===== src/rtl/instr_field_queue.sv =====
// Two-entry instruction queue between fetch and decode; presents the head word split into op/rd/rs/imm4.
// Optional stall counter on the head entry is compiled in with IFQ_STALL_CNT_EN.
`timescale 1ns/1ps
module instr_field_queue #(
  parameter int WIDTH = 16,
  parameter int DEPTH = 2
) (
  input  logic             clk,
  input  logic             reset,
  input  logic             in_valid,
  output logic             in_ready,
  input  logic [WIDTH-1:0] in_instr,
  input  logic [WIDTH-1:0] in_pc,
  input  logic             flush,
  output logic             out_valid,
  input  logic             out_ready,
  output logic [WIDTH-1:0] out_pc,
  output logic [3:0]       out_op,
  output logic [3:0]       out_rd,
  output logic [3:0]       out_rs,
  output logic [3:0]       out_imm4
`ifdef IFQ_STALL_CNT_EN
  ,
  output logic [15:0]      stall_cycles
`endif
);

  localparam int PTR_W = (DEPTH > 1) ? $clog2(DEPTH) : 1;
  localparam int CNT_W = $clog2(DEPTH + 1);
  localparam logic [CNT_W-1:0] FULL = CNT_W'(DEPTH);

  logic [2*WIDTH-1:0] mem [DEPTH];
  logic [PTR_W-1:0]   wr_ptr;
  logic [PTR_W-1:0]   rd_ptr;
  logic [CNT_W-1:0]   count;
  logic               push;
  logic               pop;
  logic [2*WIDTH-1:0] head;

  // Handshake: a transfer happens on a rising edge where valid && ready are both high
  // and flush is low; ready never depends on the opposite side's valid/ready.
  assign in_ready  = (count < FULL);
  assign out_valid = (count != '0);
  assign push      = in_valid && in_ready && !flush;
  assign pop       = out_valid && out_ready && !flush;

  always_ff @(posedge clk or posedge reset) begin
    if (reset) begin
      count  <= '0;
      wr_ptr <= '0;
      rd_ptr <= '0;
    end else if (flush) begin
      count  <= '0;
      wr_ptr <= '0;
      rd_ptr <= '0;
    end else begin
      if (push) wr_ptr <= wr_ptr + PTR_W'(1);
      if (pop)  rd_ptr <= rd_ptr + PTR_W'(1);
      if (push && !pop)      count <= count + CNT_W'(1);
      else if (pop && !push) count <= count - CNT_W'(1);
    end
  end

  // Storage carries no reset; out_valid masks stale contents.
  always_ff @(posedge clk) begin
    if (push) mem[wr_ptr] <= {in_pc, in_instr};
  end

  assign head     = mem[rd_ptr];
  assign out_pc   = out_valid ? head[2*WIDTH-1:WIDTH] : '0;
  assign out_op   = out_valid ? head[15:12] : 4'h0;
  assign out_rd   = out_valid ? head[11:8]  : 4'h0;
  assign out_rs   = out_valid ? head[7:4]   : 4'h0;
  assign out_imm4 = out_valid ? head[3:0]   : 4'h0;

`ifdef IFQ_STALL_CNT_EN
  always_ff @(posedge clk or posedge reset) begin
    if (reset) begin
      stall_cycles <= 16'h0000;
    end else if (flush) begin
      stall_cycles <= 16'h0000;
    end else if (out_valid && !out_ready && stall_cycles != 16'hFFFF) begin
      stall_cycles <= stall_cycles + 16'h0001;
    end
  end
`endif

endmodule


===== config.mk =====
export PLATFORM = sky130hd
export DESIGN_NAME = instr_field_queue
export DESIGN_NICKNAME = d
export VERILOG_FILES = /design/src/rtl/instr_field_queue.sv
export SDC_FILE = /design/constraint.sdc
export NUM_CORES = 1
export LEC_CHECK = 0
export CAP_MARGIN = 0
export CORE_UTILIZATION = 43
export CTS_CLUSTER_SIZE = 25
export DETAILED_ROUTE_END_ITERATION = 8
export GPL_TIMING_DRIVEN = 1
export PLACE_DENSITY = 0.73
export SLEW_MARGIN = 20
export SYNTH_ARGS = -nofsm -noshare
export SYNTH_HDL_FRONTEND = slang
export SYNTH_SLANG_ARGS = --single-unit

===== constraint.sdc =====
create_clock -name clk -period 3.6 [get_ports clk]
set_input_delay 1.08 -clock clk [delete_from_list [all_inputs] [get_ports clk]]
set_output_delay 1.08 -clock clk [all_outputs]
set_load 0.01 [all_outputs]

== Yosys cells after proc, flatten, opt, wreduce, memory -nomap -nowiden ==
Memories as Yosys holds them, arrays and structs flattened.
Index checks and enable logic that the tools add are counted.
Widths: inputs -> output; s select.
Word-level totals
  flip-flop bits (word level): 4
  RAM bits: 64
  input port bits: 37
  memories: 1
Cells by class
  add/subtract/negate cells: 4
  order comparisons: 1
  muxes and demuxes: 14
  reduce and logical (&&, ||, !) cells: 13
Memories
  mem: depth 2, width 32, rd ports 1, clocked after memory_dff 0, wr ports 1, line 32  | logic [2*WIDTH-1:0] mem [DEPTH];
Operator list (count)
  $mux 16: 1
  $mux 4: 4
  $logic_and 1x1->1: 6
  $mux 1: 6
  $mux 2: 3
  $reduce_bool 2->1: 3
  $logic_not 1->1: 3
  $reduce_bool 3->1: 1
  $add 1x1->1 const B: 2
  $add 2x1->2 const B: 1
  $lt 2x2->1 const B: 1
  $sub 2x1->2 const B: 1

== Logic depth before layout (Yosys ltp) ==
  word-level depth: 8
  mapped depth: 4

== Worst setup path before layout ==
No wires, ideal clock.
  path kind: in2reg
  start: in in_valid
  end: mem mem[1][0] in the netlist's numbering (enable)
  arrival: 3.576 ns
  required time: 3.132 ns
  slack: -0.444 ns
  cell stages on the path: 2
  path through: nand2b_2 nor3b_1
Between the ends
  cells in the longest elaborated chain, start to end: 4
RTL lines
  from (decl): line 10  | input logic in_valid,
  $logic_and 1x1->1 (2 in a row): line 44  | assign push = in_valid && in_ready && !flush;
  $mux 1: line 66  | if (push) mem[wr_ptr] <= {in_pc, in_instr};
  $mux 1 (implied by the code): line 66
  to (decl): line 32
Every way passes these cells.

== Worst setup path in the final report ==
  start: reg rd_ptr
  end: out out_rd[0]
Between the ends
  cells in the longest elaborated chain, start to end: 2
RTL lines
  from (decl): line 34  | logic [PTR_W-1:0] rd_ptr;
  from (signal assigned): line 58  | if (pop) rd_ptr <= rd_ptr + PTR_W'(1);
  $mem_v2 2x32
  $mux 4: line 72  | assign out_rd = out_valid ? head[11:8] : 4'h0;
  to (decl): line 19  | output logic [3:0] out_rd,
Every way passes these cells.

==> results.ini <==
[min_path]
hold_depth=2
hold_class=reg2reg

[timing]
hold_violations=0
grt_setup_unrepaired=false
final.min_clock_period_ps=3080
clock_skew_ps=3.84
timing.final.crit_share_pct=85.5
setup_violations=0
drv_slew=0
setup_tns_ps=0
tightest_slew_ps=412
timing.fmax_mhz=325
relSlewSlack_pct=72.5
setup_slack_ps=522

[finish]
nets=277
area_growth_pct=37.7
final_layout_size_suffix_gt1_share_pct=9.05
diodes=0

[clock_network]
postCtsHoldBufs=0
cts-buffers-inserted=9
htree_levels=3
clk_pin_slew_ps=60
post_cts_buffers=0
cts_root_buf=clkbuf_8
cts_sinks=68
clockBufferDepth=2
cts_repair_resize_count=0
clock_latency_ps=320
cts_tree=done

[critical_path]
crit_path_end_kind=primary output
crit_end=out_rd[0]
r2r-start=count[1]
cp.arrival_ps=2000
path_class=reg2out
r2r_cells=3
critPathLaunchType=register
r2r_slack_ps=2030
timing.rr.end=mem[1][30]
cp-startpoint=rd_ptr
cp_max_fo=21
crit_required_ps=2520

[synth]
syn_nets=197
netlist_area_um2=2630
synth-edff-count=64
synth_area_leaders=edfxtp_1 (73%), mux2i_1 (13%), nor2_1 (5.0%)
yosysMostFrequentCell=edfxtp_1
yosysWarnings=0
synth_ff_type=edfxtp_1
async_flop_share_pct=5.88
ys_seq_elements=68
synth.yosys.seq_area_share_pct=76.9
synthCells=160
synth_top_area_share_pct=73.1
synth_area_per_cell_um2=16.4
synth_area_leader_cell=edfxtp_1
ys_types=17
ys_top_cells_by_count=edfxtp_1 (64), nor2_1 (35), mux2i_1 (33), buf_4 (4), dfrtp_1 (4)

[detailed_routing]
routed_via_density=4.71
vias=1498
avgRoutedWirePerCell_um=14.2
drt-total-wl_mm=4.50
dr.pass1.iters=4
ant_nets=0
drc=0
dr.first_iter.drc_count=62

[placement]
gp_congestion=0.700
post-place-ws_ps=874
place_hpwl_mm=2.95
io_buffers=70

[grt]
antenna_found_initial=0
grt_first_pass_wirelength_mm=6.90
grt.total_usage_pct=15.3
grt_pass1_vias=1520
grt_max_degree=26
overflow=0

[die]
die_height_um=80.2
die_area_um2=6430
core_um2=5920
die_w_um=80.2
start_util_pct=44.4
pin_count=71
num_rows=28

[status]
status=completed

[power_and_ir_drop]
peakVddDrop_mv=0.368
p_leak_nw=1.22
powerDensity_nw_per_um2=454

[run]
cap_viol_max_count=0

-- routing by layer --
metal  vias up  wire length [um]  track usage (%)
met4         0                87             8.21
met5         -                 0                0
met1       712              1920             17.8
met3         5               200             4.77
li1        741                 -                -
met2        40              2290             25.4
-- final cells by class --
cell class              count  area (um2)
clock inverters             5        21.3
repair buffers             76         771
multi-input cells          82         576
fillers                   467        2300
inverters                   3        11.3
clock buffers               9         124
well taps                  75        93.8
flip-flops and latches     68        2020
-- power by group --
part / internal [mW] / leakage [nW] / switching (mW)
logic: 0.138 / 0.508 / 0.105
registers: 0.903 / 0.639 / 0.0171
clock network: 0.232 / 0.0772 / 0.249
-- cells by family after synthesis --
group	share of synthesized area (%)
AOI/OAI and AO/OA	1.05
xor gates and xnor gates	0.666
buffers and inverters	2.14
DFF	76.9
muxes	12.6
and+or+nand+nor	6.66
-- stage by stage --
| stage | instance area, um2 | hold WS (ps) | cells | util (%) | total power, mW |
|---|---|---|---|---|---|
| after floorplan | 2640 | 529 | 160 | - | 1.04 |
| after global placement | 3470 | 575 | 304 | 58.7 | 1.18 |
| after detailed placement | 3470 | 592 | 304 | 58.7 | 1.18 |
| after CTS | 3620 | 601 | 318 | 61.1 | 1.66 |
| after global routing | 3620 | 644 | 318 | 61.1 | 1.71 |
| final | 3620 | 598 | 318 | 61.1 | 1.64 |
-- flip-flops by register name (all words and copies together) (netlist names) --
register	flops
wr_ptr	1
mem	64
rd_ptr	1
count	2
-- critical path: stages, from the launching register on --
cell and delay [ps]:
dfrtp_2 620, buf_12 250, mux2i_1 90, nor2_1 140, clkdlybuf4s50_1 560
-- cells in the final DEF, fill, tap and decap left out, types with 2 or more instances in the layout --
master           count
nor2b_1              2
mux2i_1             33
buf_4                4
clkbuf_8             9
buf_12               2
clkinv_1             3
dfrtp_1              3
inv_1                3
o21ai_0              2
clkdlybuf4s50_1     70
nor2_1              34
a21oi_1              2
edfxtp_1            64
xor2_1               2
clkinv_2             2
-- worst min path at each step --
| stage | start | end |
|---|---|---|
| 2_1_floorplan | count[0] | count[0] |
| 3_3_place_gp | count[0] | count[0] |
| 3_5_place_dp | count[0] | count[0] |
| 4_1_cts | count[0] | count[0] |
| 5_1_grt | count[0] | count[0] |
| 6_report | count[0] | count[0] |
(Power assumes the default switching activity.)
==> variant (config.mk and constraints unchanged) <==
Set the parameter `WIDTH` to 18 (it was 16).
--- a/src/rtl/instr_field_queue.sv
+++ b/src/rtl/instr_field_queue.sv
@@ -4,3 +4,3 @@
 module instr_field_queue #(
-  parameter int WIDTH = 16,
+  parameter int WIDTH = 18,
   parameter int DEPTH = 2
Ports: changed (resized in_instr, in_pc and out_pc); port bits go from 71 to 77. No check against the original RTL was run, so the function may have changed too.
==> variant against the original RTL <==
  * Routed wire length up 4.1%
  * Clock skew up 1.2 ps
  * Sequential cell count is 4 higher
  * Worst setup slack lost 41 ps
  * Area after synthesis is 6.9% higher
  * Cell area grew 5.0%
  * Total power up 5.3%
  * Synthesized cell count up 5.0%
==> variant: results (changes against the original RTL) <==
[outcome]
outcome = finished clean

[sta]
clock_skew_ps = 5.07  ; +1.23 ps
slew-limit-headroom = 0.682  ; -0.0431

[worst_setup_path]
r2r-start = count[1]$_DFFE_PP0P_
max_stage_delay_ps = 670  ; +50 ps
cp-startpoint = rd_ptr$_DFFE_PP0P_
worst_ep_arrival_time_ps = 2040  ; +40 ps
slowest_stage = dfrtp_2
path_max_fanout = 21  ; unchanged

[final_layout]
top_regs = mem x68, count x2
n_antenna_cell = 0  ; unchanged
drive_gt1_frac = 0.0984  ; +0.00789
fin_nets = 291  ; +5.1%

[logic_synthesis]
async_flop_share = 0.0556  ; -0.00327
synth_common_cells = 68 x edfxtp_1, 36 x nor2_1, 35 x mux2i_1
synthTopCellsByArea = edfxtp_1 73%, mux2i_1 12%, nor2_1 4.8%, dfrtp_1 3.6%, buf_6 1.2%
synth_enable_flop_cells = 68  ; +6.3%
synth_nets = 209  ; +6.1%
synth_warnings = 0  ; unchanged
synth_seq_area_share = 0.763  ; -0.00657
yosysUniqueCellTypes = 19  ; +2

[hold_path]
hp-start = count[0]$_DFFE_PP0P_
hp-class = reg2reg

[clocking]
htree_levels = 3  ; unchanged
cts-root-buf = clkbuf_8
cts_setup_buffers = 0  ; unchanged
path_clk_slew_ps = 70
cts_max_path_buffers = 2  ; unchanged
cts_resized = 0  ; unchanged
cts_buffers = 9  ; unchanged
clk-insertion-delay-late_ps = 320  ; about the same

[global_routing]
grt_max_degree = 36  ; +38%
antenna_found_initial = 0  ; unchanged
grt_pass1_wl_mm = 7.62  ; +10%
grt_util_all_layers = 0.147  ; -0.00599
grt_pass1_vias = 1642  ; +8.0%

[route]
vias_per_cell = 4.86  ; +3.1%
wl_mm = 4.69  ; +4.1%
dr.pass1.iters = 4  ; unchanged
first_iter_violations = 38  ; -39%
drc = 0  ; unchanged

[place]
port_buffers = 74  ; +5.7%
dp_hpwl_mm = 2.94  ; -0.18%
place_area_um2 = 3650  ; +5.0%
place.gp.congestion = 0.702  ; +0.41%

[power_and_ir_drop]
vdd_ir_drop_max_v = 0.000280  ; -24%
p_leak_nw = 1.27  ; +4.2%

-- variant: changes by cell type in the layout (fill, tap and decap cells not counted), sizes merged --
| cell | unedited run | this run |
|---|---|---|
| nand2b | 2 | 1 |
| nor2b | 2 | 1 |
| and2b | 0 | 1 |
| mux2i | 33 | 35 |
| nor2 | 35 | 37 |
| buf | 6 | 4 |
| clkdlybuf4s50 | 70 | 74 |
| or2b | 0 | 1 |
| clkinv | 5 | 3 |
| edfxtp | 64 | 68 |
| clkinvlp | 0 | 1 |
| clkbuf | 9 | 11 |
-- variant: layer usage --
layer,track usage,part of all wire
met5,0,0
met4,0.0799,0.016
met3,0.0368,0.047
met2,0.241,0.51
met1,0.180,0.42
-- variant: layout make-up --
type | instances | area [um2]
Fill cell | 533 | 2510
Sequential cell | 72 | 2140
Timing Repair Buffer | 78 | 783
Multi-Input combinational cell | 86 | 614
Clock buffer | 11 | 131
Tap cell | 77 | 96.3
Clock inverter | 4 | 22.5
Inverter | 3 | 11.3
-- variant: final timing paths --
path	slack (ps)	cells after the start	endpoint
max in group asynchronous	2500	2	rd_ptr$_DFFE_PP0P_
min in group asynchronous	940	2	wr_ptr$_DFFE_PP0P_
setup / recovery	480	4	out_pc[3]
hold / removal	630	2	count[0]$_DFFE_PP0P_
setup reg to reg	1980	3	mem[1][2]$_DFFE_PP_
hold reg to reg	630	2	count[0]$_DFFE_PP0P_
-- variant: cell families after synthesis --
logic type | Yosys count | share of synthesized area
DFF | 72 | 0.763
muxes | 35 | 0.125
buffers and inverters | 10 | 0.0267
and+or+nand+nor | 44 | 0.0695
AOI/OAI and AO/OA | 5 | 0.0102
xor gates and xnor gates | 2 | 0.00624
-- variant: power breakdown --
| part | internal [mW] | switching [mW] | leakage [nW] | total (mW) |
|---|---|---|---|---|
| Sequential | 0.957 | 0.0192 | 0.675 | 0.976 |
| Clock | 0.243 | 0.264 | 0.0789 | 0.506 |
| Combinational | 0.140 | 0.109 | 0.521 | 0.249 |
-- variant: through the flow --
step | setup slack, ps | hold slack [ps] | power (mW) | std cells
floorplan | 645 | 535 | 1.11 | 168
global placement | 797 | 588 | 1.24 | 316
detailed placement | 789 | 622 | 1.25 | 316
CTS | 430 | 632 | 1.76 | 331
global route | 348 | 649 | 1.81 | 331
finish | 481 | 625 | 1.73 | 331
-- variant: critical path, delay by kind of cell, from the launching register on --
family                 cells  cell delay [ps]
and+or+nand+nor            1              130
buffers and inverters      2              800
muxes                      1               90
DFF                        1              670
